===== config.mk =====
export PLATFORM = sky130hd
export DESIGN_NAME = ov7725_emu_flat
export DESIGN_NICKNAME = d
export VERILOG_FILES = /design/src/rtl/ov7725_emu_if.sv /design/src/rtl/ov7725_emu.sv /design/src/flat_wrapper.sv
export SDC_FILE = /design/constraint.sdc
export NUM_CORES = 1
export LEC_CHECK = 0
export BUFFER_PORTS_ARGS = -buffer_cell sky130_fd_sc_hd__buf_2
export CAP_MARGIN = 25
export CORE_UTILIZATION = 64
export DETAILED_ROUTE_END_ITERATION = 6
export PLACE_DENSITY = 0.83
export SKIP_CTS_REPAIR_TIMING = 1
export SLEW_MARGIN = 20
export SYNTH_ARGS = -nofsm -noshare
export SYNTH_HDL_FRONTEND = slang
export SYNTH_SLANG_ARGS = --single-unit

===== constraint.sdc =====
create_clock -name CLK -period 6.26 [get_ports CLK]
set_input_delay 0.626 -clock CLK [delete_from_list [all_inputs] [get_ports CLK]]
set_output_delay 0.626 -clock CLK [all_outputs]
set_load 0.05 [all_outputs]

===== src/rtl/ov7725_emu_if.sv =====
// DVP pixel bus driven by the OV7725 emulator: pixel clock, syncs and data byte.
interface ov7725_emu_if;
   logic       pclk;
   logic       vsync;
   logic       href;
   logic [7:0] dout;

   modport master (output pclk, output vsync, output href, output dout);
   modport slave  (input  pclk, input  vsync, input  href, input  dout);
endinterface


===== src/rtl/ov7725_emu.sv =====
// OV7725 camera emulator: generates an RGB565 DVP stream (high byte first) with
// selectable test patterns. pclk = CLK/2; all bus outputs change on pclk falling edges.
module ov7725_emu #(
   parameter int unsigned H_ACTIVE = 320,
   parameter int unsigned H_BLANK  = 144,
   parameter int unsigned V_SYNC   = 4,
   parameter int unsigned V_BACK   = 18,
   parameter int unsigned V_ACTIVE = 240,
   parameter int unsigned V_FRONT  = 8
) (
   input  logic         CLK,
   input  logic         RST_X,
   input  logic         en,
   input  logic [1:0]   mode,
   input  logic [15:0]  solid_rgb,
   ov7725_emu_if.master dvp,
   output logic [7:0]   frame_cnt,
   output logic         frame_done
);
   localparam int unsigned LINE_LEN = 2 * H_ACTIVE + H_BLANK;
   localparam int unsigned HW       = $clog2(LINE_LEN);
   localparam int unsigned HREF_END = 2 * H_ACTIVE;
   localparam int unsigned BAR_W    = H_ACTIVE / 8;

   typedef enum logic [2:0] {StIdle, StVsync, StVback, StActive, StVfront} state_t;

   state_t        st_q, st_d;
   logic [HW-1:0] hcnt_q, hcnt_d;
   logic [15:0]   vcnt_q, vcnt_d;
   logic          pclk_q, vsync_q, href_q;
   logic [7:0]    dout_q;
   logic [1:0]    mode_q;
   logic [15:0]   solid_q;
   logic          tick, frame_end, vsync_entry;
   logic [15:0]   state_lines;
   logic [15:0]   x, pix, bar_rgb;
   logic [7:0]    y;
   logic [2:0]    bar;
   logic          href_d;
   logic [7:0]    dout_d;

   // A tick is the CLK edge on which pclk falls.
   assign tick = pclk_q;

   // Number of lines the current state lasts
   always_comb begin
      case (st_q)
         StVsync:  state_lines = 16'(V_SYNC);
         StVback:  state_lines = 16'(V_BACK);
         StActive: state_lines = 16'(V_ACTIVE);
         StVfront: state_lines = 16'(V_FRONT);
         default:  state_lines = 16'd1;
      endcase
   end

   // Next line/frame position, applied only on ticks
   always_comb begin
      st_d   = st_q;
      hcnt_d = hcnt_q;
      vcnt_d = vcnt_q;
      if (st_q == StIdle) begin
         // hcnt/vcnt are already zero whenever the machine sits in idle
         if (en) st_d = StVsync;
      end else if (32'(hcnt_q) != LINE_LEN - 1) begin
         hcnt_d = hcnt_q + 1'b1;
      end else begin
         hcnt_d = '0;
         if (vcnt_q != state_lines - 16'd1) begin
            vcnt_d = vcnt_q + 16'd1;
         end else begin
            vcnt_d = '0;
            case (st_q)
               StVsync:  st_d = StVback;
               StVback:  st_d = StActive;
               StActive: st_d = StVfront;
               StVfront: st_d = en ? StVsync : StIdle;
               default:  st_d = StIdle;
            endcase
         end
      end
   end

   assign frame_end   = tick && (st_q == StVfront) && (st_d != StVfront);
   assign vsync_entry = tick && (st_d == StVsync) && (st_q != StVsync);

   // Pattern pixel and byte for the position reached after this tick
   always_comb begin
      x   = 16'(hcnt_d >> 1);
      y   = vcnt_d[7:0];
      bar = 3'(32'(x) / BAR_W);
      case (bar)
         3'd0:    bar_rgb = 16'hFFFF;
         3'd1:    bar_rgb = 16'hFFE0;
         3'd2:    bar_rgb = 16'h07FF;
         3'd3:    bar_rgb = 16'h07E0;
         3'd4:    bar_rgb = 16'hF81F;
         3'd5:    bar_rgb = 16'hF800;
         3'd6:    bar_rgb = 16'h001F;
         default: bar_rgb = 16'h0000;
      endcase
      case (mode_q)
         2'd0:    pix = bar_rgb;
         2'd1:    pix = {y, x[7:0]};
         2'd2:    pix = solid_q;
         default: pix = {frame_cnt, x[7:0]};
      endcase
      href_d = (st_d == StActive) && (32'(hcnt_d) < HREF_END);
      dout_d = href_d ? (hcnt_d[0] ? pix[7:0] : pix[15:8]) : 8'h00;
   end

   // Pixel clock, frame state machine, counters and registered bus outputs
   always_ff @(posedge CLK or negedge RST_X) begin
      if (!RST_X) begin
         pclk_q     <= 1'b0;
         st_q       <= StIdle;
         hcnt_q     <= '0;
         vcnt_q     <= '0;
         vsync_q    <= 1'b0;
         href_q     <= 1'b0;
         dout_q     <= 8'h00;
         mode_q     <= 2'd0;
         solid_q    <= 16'h0000;
         frame_cnt  <= 8'h00;
         frame_done <= 1'b0;
      end else begin
         pclk_q     <= ~pclk_q;
         frame_done <= 1'b0;
         if (tick) begin
            st_q    <= st_d;
            hcnt_q  <= hcnt_d;
            vcnt_q  <= vcnt_d;
            vsync_q <= (st_d == StVsync);
            href_q  <= href_d;
            dout_q  <= dout_d;
            // Pattern settings are frozen for the whole frame
            if (vsync_entry) begin
               mode_q  <= mode;
               solid_q <= solid_rgb;
            end
            if (frame_end) begin
               frame_cnt  <= frame_cnt + 8'd1;
               frame_done <= 1'b1;
            end
         end
      end
   end

   assign dvp.pclk  = pclk_q;
   assign dvp.vsync = vsync_q;
   assign dvp.href  = href_q;
   assign dvp.dout  = dout_q;
endmodule


===== src/flat_wrapper.sv =====
// flat-port wrapper written by rule: the top's interface ports become plain ports
module ov7725_emu_flat 
#(
   parameter int unsigned H_ACTIVE = 320,
   parameter int unsigned H_BLANK  = 144,
   parameter int unsigned V_SYNC   = 4,
   parameter int unsigned V_BACK   = 18,
   parameter int unsigned V_ACTIVE = 240,
   parameter int unsigned V_FRONT  = 8
)
  (CLK, RST_X, en, mode, solid_rgb, frame_cnt, frame_done, dvp_pclk, dvp_vsync, dvp_href, dvp_dout);
  ov7725_emu_if dvp_i ();
  input  logic CLK;
  input  logic RST_X;
  input  logic en;
  input  logic [1:0] mode;
  input  logic [15:0] solid_rgb;
  output logic [7:0] frame_cnt;
  output logic frame_done;
  output wire logic [$bits(dvp_i.pclk)-1:0] dvp_pclk;
  output wire logic [$bits(dvp_i.vsync)-1:0] dvp_vsync;
  output wire logic [$bits(dvp_i.href)-1:0] dvp_href;
  output wire logic [$bits(dvp_i.dout)-1:0] dvp_dout;
  assign dvp_pclk = dvp_i.pclk;
  assign dvp_vsync = dvp_i.vsync;
  assign dvp_href = dvp_i.href;
  assign dvp_dout = dvp_i.dout;
  ov7725_emu #(.H_ACTIVE(H_ACTIVE), .H_BLANK(H_BLANK), .V_SYNC(V_SYNC), .V_BACK(V_BACK), .V_ACTIVE(V_ACTIVE), .V_FRONT(V_FRONT)) u_core (.CLK(CLK), .RST_X(RST_X), .en(en), .mode(mode), .solid_rgb(solid_rgb), .dvp(dvp_i), .frame_cnt(frame_cnt), .frame_done(frame_done));
endmodule

=== Word-level counts from Yosys, hierarchy flattened ===
Cells that the tools add are included.

* Add/subtract/negate cells: 4
* Multipliers: 0
* Divide/modulo/power cells: 1
* Magnitude comparators: 1
* Eq/ne operators: 18
* Shift-type cells: 0
* Mux-type cells: 18
* Bitwise logic cells: 3
* Reductions and logical operators: 11

{| class="wikitable"
|+ Operator list
! kind !! number
|-
| one-hot mux 16 bit (7 select lines) || 1
|-
| one-hot mux 16 bit (3 select lines) || 1
|-
| divider 9 x 6 -> 32 bit (second input constant) || 1
|-
| 2-to-1 mux 8 bit || 4
|-
| one-hot mux 8 bit (4 select lines) || 1
|-
| 2-to-1 mux 10 bit || 2
|-
| adder 16 x 1 -> 16 bit (second input constant) || 1
|-
| 2-to-1 mux 16 bit || 1
|-
| != test 16 bit || 1
|-
| == test 3 x 2 -> 1 bit (second input constant) || 5
|-
| == test 3 bit (second input constant) || 4
|-
| 2-to-1 mux 3 bit || 4
|-
| one-hot mux 3 bit (4 select lines) || 1
|-
| adder 10 x 1 -> 10 bit (second input constant) || 1
|-
| less-than comparator 10 bit (second input constant) || 1
|-
| != test 10 bit (second input constant) || 1
|-
| == test 3 x 1 -> 1 bit (second input constant) || 3
|-
| subtractor 8 x 1 -> 9 bit (second input constant) || 1
|-
| adder 8 x 1 -> 8 bit (second input constant) || 1
|-
| logical NOT 3 bit || 2
|-
| logical AND 1 bit || 5
|-
| AND reduction 2 bit || 2
|-
| 2-to-1 mux 1 bit || 3
|-
| != test 3 x 1 -> 1 bit (second input constant) || 1
|-
| other kinds (6) || 8
|}

* Bits in registers: 67
* Latch bits: 0
* Memory bits (writable): 0
* Memory bits (read-only): 0
* Input port bits: 21
* Output and inout bits: 20
* Logic and storage cells: 68
* Memories: 0

=== Longest topological paths before layout ===
* Depth in word-level cells: 11
* Gate-level depth with buffers: 12
* Gate-level depth less buffers: 10

=== Worst setup path before layout ===
OpenSTA, ideal clock, no wires.

* Path kind: reg-to-reg
* Start point: reg u_core.hcnt_q[0]
* End point: reg u_core.dout_q[6], in the netlist u_core.dvp.dout[6]
* Library setup time: 122 ps
* Arrival time: 2446 ps
* Required time: 6138 ps
* Slack: 3692 ps
* Stages on the path, launching flop included: 13
* Path buffers: 2
* Clock period less this slack: 2568 ps
* Cells stage by stage: dfrtp_1 > ha_1 > and3_1 > clkbuf_1 > and3_1 > o22ai_1 > buf_2 > o211ai_1 > o21ai_0 > a31o_2 > a21oi_1 > a221o_1 > a32o_1

* Cells in the longest elaborated chain, start to end: 9
* Elaborated cells between the ends (all ways): 23
* Those cells by class: add/sub: 1; div: 1; order compare: 1; eq/ne: 8; mux: 10; reduce/logical: 2

{| class="wikitable"
|+ RTL lines
! what !! line !! source
|-
| start, declared || ov7725_emu.sv:28 || <nowiki>logic [HW-1:0] hcnt_q, hcnt_d;</nowiki>
|-
| start signal, assigned || ov7725_emu.sv:130 || <nowiki>hcnt_q <= hcnt_d;</nowiki>
|-
| adder 10 x 1 -> 10 bit / != test 10 bit (equally long branches) || ov7725_emu.sv:65, ov7725_emu.sv:64 ||
|-
| 2-to-1 mux 10 bit || ov7725_emu.sv:64 || <nowiki>end else if (32'(hcnt_q) != LINE_LEN - 1) begin</nowiki>
|-
| 2-to-1 mux 10 bit || ov7725_emu.sv:61 || <nowiki>if (st_q == StIdle) begin</nowiki>
|-
| divider 9 x 6 -> 32 bit || ov7725_emu.sv:90 || <nowiki>bar = 3'(32'(x) / BAR_W);</nowiki>
|-
| == test 3 bit, or another cell as far along || ov7725_emu.sv:91 || <nowiki>case (bar)</nowiki>
|-
| one-hot mux 16 bit (7 select lines) || ov7725_emu.sv:91 ||
|-
| one-hot mux 16 bit (3 select lines) || ov7725_emu.sv:101 || <nowiki>case (mode_q)</nowiki>
|-
| 2-to-1 mux 8 bit || ov7725_emu.sv:108 || <nowiki>dout_d = href_d ? (hcnt_d[0] ? pix[7:0] : pix[15:8]) : 8'h00;</nowiki>
|-
| 2-to-1 mux 8 bit (*) || ov7725_emu.sv:108 ||
|-
| end signal, assigned || ov7725_emu.sv:134 || <nowiki>dout_q <= dout_d;</nowiki>
|-
| end, declared || ov7725_emu.sv:31 || <nowiki>logic [7:0] dout_q;</nowiki>
|}

Every way passes the cells marked *; elsewhere a longest branch is shown, timed or not.
A chain may end at the register's enable or synchronous reset.

=== Worst setup path after layout ===
* Start point: reg u_core.st_q[0]
* End point: reg u_core.dout_q[6], in the netlist u_core.dvp.dout[6]

* Cells in the longest elaborated chain, start to end: 10
* Elaborated cells between the ends (all ways): 32
* Those cells by class: add/sub: 1; div: 1; order compare: 1; eq/ne: 12; mux: 14; reduce/logical: 3

{| class="wikitable"
|+ RTL lines
! what !! line !! source
|-
| start, declared || ov7725_emu.sv:27 || <nowiki>state_t st_q, st_d;</nowiki>
|-
| start signal, assigned || ov7725_emu.sv:115 || <nowiki>st_q <= StIdle;</nowiki>
|-
| start signal, assigned || ov7725_emu.sv:129 || <nowiki>st_q <= st_d;</nowiki>
|-
| branches (longest 9 deep; another with divider 9 x 6 -> 32 bit) || -- ||
|-
| 2-to-1 mux 8 bit (*) || ov7725_emu.sv:108 ||
|}

Every way passes the cells marked *.

==> run_results.csv <==
group,metric,value,unit
placed_design,hpwl,6.44,mm
cts,clockBufferDepth,2,
placed_design,port_buffers,40,
cts,clkLatencyLatePin,0.35,ns
floorplan,coreArea,5960,um^2
floorplan,start_util,66.4,%
timing,maxSlewViolCount,0,
grt,grt_max_degree,68,
cts,h-tree-depth,3,
route,viasPerCell,6.81,
floorplan,rows,28,
route,drtIter0Drc,380,
grt,antenna_found_initial,0,
route,vias,3526,
route,firstDrtPassIters,5,
timing,finalHoldViolCount,0,
power_and_ir_drop,irDropWorstVdd,0.194,mV
route,antenna_left,0,
timing,hold_ws,0.431,ns
layout,post-route-util,72.7,%
timing,rsz0062_at_grt,"no",
timing,fin_worst_skew,0.00677,ns
floorplan,dieHeight,80.6,um
timing,fin_crit_sh,52.7,%
floorplan,dieArea,6500,um^2
timing,fin_ws,2.96,ns
timing,max-slew-margin-rel,37.4,%
synthesis,yosysWarnings,0,
placed_design,place_area,4140,um^2
worst_setup_path,crit_required,6.50,ns
timing,tns,0,ns
cts,cts_tree,"built",
synthesis,ys_seq_area_share,42.4,%
layout,diodes,0,
grt,grt_pass1_wl,15.6,mm
synthesis,synth_cell_types,72,
worst_setup_path,crit_type,"reg2reg",
timing,period_minus_slack,3.30,ns
worst_hold_path,hold_class,"in2async",
worst_setup_path,cp.arrival,3.54,ns
power_and_ir_drop,power_density,184,nW/um^2
worst_setup_path,startpoint_type,"flop",
worst_setup_path,cp-end-kind,"flop",
grt,grt_use_total,32.2,%
synthesis,synthesis.nets,439,
synthesis,ys_seq_elements,67,
timing,fmax,303,MHz
route,drc,0,
worst_setup_path,slowest_stage,"o22ai_1",
route,drt-wirelength-per-cell,18.4,um
flow_run,drv_cap,0,
floorplan,num_io_pins,41,
synthesis,ys_async_sr_fraction,100,%
worst_setup_path,crit_chain,"or3_4, and3_1, o22ai_1, nor4_1, a211oi_1, a31o_2, a21oi_1, a221o_1, a32o_1",
layout,nNetsFinal,464,
cts,cts_buffers,9,
cts,clk_pin_slew,0.07,ns
grt,globalRouteOverflowTotal,0,
status,status,"finished, final reports clean",
placed_design,place_ws,2.82,ns
timing,setup_viol,0,
placed_design,gp_congestion,0.916,
synthesis,postSynthCellCount,415,
worst_setup_path,cpPeakStageDelay,0.66,ns
grt,grt_pass1_vias,3096,
layout,syn_to_final_growth,9.39,%
power_and_ir_drop,p_leak,2.01,nW
cts,clock-sinks,67,
worst_setup_path,crit_fanout,14,
cts,clock-root-buffer,"clkbuf_8",
layout,drive_gt1_share,17.8,%
layout,design_area,4330,um^2
route,routed_wl,9.51,mm
synthesis,synth_edf_count,0,
synthesis,avgSynthCellArea,9.53,um^2
synthesis,syn_area,3960,um^2
synthesis,synth_ff_type,"dfrtp_1",
timing,tightest_slew,0.940,ns
floorplan,fp.dieW,80.6,um
-- per-layer routing --
metal,up-vias,wire [um],track usage (%)
li1,1598,-,-
met1,1698,4210,46.6
met2,206,4360,48.0
met3,24,701,4.43
met4,0,242,13.8
met5,-,0,0
-- cell usage after synthesis, types with 4 or more instances --
| cell type | instances | share of area [%] |
|---|---|---|
| mux2_2 | 5 | 1.4 |
| mux2_1 | 16 | 4.6 |
| buf_2 | 11 | 1.4 |
| xnor2_1 | 18 | 4.0 |
| a21oi_1 | 24 | 3.0 |
| dfrtp_1 | 67 | 42 |
| inv_1 | 6 | 0.57 |
| nand4_1 | 7 | 1.1 |
| o21ai_0 | 29 | 3.7 |
| and3_1 | 12 | 1.9 |
| nor3_1 | 4 | 0.51 |
| nor2_1 | 27 | 2.6 |
| a22oi_1 | 4 | 0.76 |
| a221o_1 | 4 | 1.0 |
| nand2_1 | 38 | 3.6 |
| clkbuf_1 | 14 | 1.3 |
| o21ai_1 | 8 | 1.0 |
| nor4_1 | 4 | 0.63 |
| nand3_1 | 19 | 2.4 |
| o2bb2ai_1 | 5 | 1.1 |
| o211ai_1 | 4 | 0.76 |
| xor2_1 | 7 | 1.5 |
| o31ai_1 | 4 | 0.76 |
| a31oi_1 | 4 | 0.63 |
-- path summary, 6_finish.rpt --
path | start | to | slack (ns) | cells past startpoint
setup / recovery | u_core.st_q[0] | u_core.dvp.dout[6] | 2.96 | 9
hold / removal | RST_X | u_core.vcnt_q[15] | 0.43 | 2
setup reg to reg | u_core.st_q[0] | u_core.dvp.dout[6] | 2.96 | 9
hold reg to reg | u_core.dvp.href | u_core.dvp.href | 0.47 | 1
max in group asynchronous | RST_X | u_core.hcnt_q[3] | 5.24 | 2
min in group CLK | u_core.dvp.href | u_core.dvp.href | 0.47 | 1
-- final cells by class --
type | count | area (um^2)
Multi-Input combinational cell | 314 | 2140
Fill cell | 443 | 1630
Clock buffer | 11 | 141
Timing Repair Buffer | 41 | 208
Tap cell | 75 | 93.8
Sequential cell | 67 | 1680
Clock inverter | 3 | 40.0
Inverter | 7 | 26.3
-- layout by cell type, fill, tap and decap left out, types with 3 or more instances in the layout --
master and count:
and4_1 3, ha_1 3, a32o_1 3, o311ai_1 3
buf_2 40, nand4_1 7, xor2_1 7, nor4_1 4
nor2_1 27, o21ai_1 8, xnor2_1 18, and3_1 12
dfrtp_1 67, o21ai_0 29, nand3_1 19, clkbuf_8 10
a221o_1 4, mux2_1 16, a31oi_1 4, a21oi_1 23
o21a_1 3, nand2_1 38, mux2_2 5, a22oi_1 4
and2_1 3, nor3_1 4, o211ai_1 4, o31ai_1 4
inv_1 6, o22ai_1 3, o2bb2ai_1 5
-- cells by family after synthesis --
kind of cell               after synthesis  share of synthesized area, %
muxes                                   23                          6.48
and+or+nand+nor                        136                          17.9
xor gates and xnor gates                27                          6.36
buffers and inverters                   34                          3.76
AOI/OAI and AO/OA                      124                          21.9
adders and majority gates                4                          1.23
DFF                                     67                          42.4
-- metrics by stage --
step,total power [mW],std cells
floorplan,0.441,415
global placement,0.456,504
detailed placement,0.456,504
CTS,0.797,518
global route,0.816,518
finish,0.794,518
-- registers in the layout, summed over array words and instances, names as in the netlist --
signal,flops
u_core.solid_q,16
u_core.vcnt_q,16
u_core.hcnt_q,10
u_core.dvp.dout,8
u_core.frame_cnt,8
u_core.st_q,3
u_core.mode_q,2
u_core.dvp.href,1
u_core.dvp.pclk,1
u_core.dvp.vsync,1
u_core.frame_done,1
-- worst max-delay path: cells and delay by family, from the launching register on --
| kind | cells | cell delay (ns) |
|---|---|---|
| AOI/OAI and AO/OA | 6 | 1.78 |
| and+or+nand+nor | 3 | 0.89 |
| DFF | 1 | 0.53 |
-- report_power, final --
group	switching, mW	leakage, nW	internal, mW
Clock	0.158	0.0950	0.189
Sequential	0	0.901	0.433
Combinational	0.00990	1.02	0.00481
(Power assumes the default switching activity.)
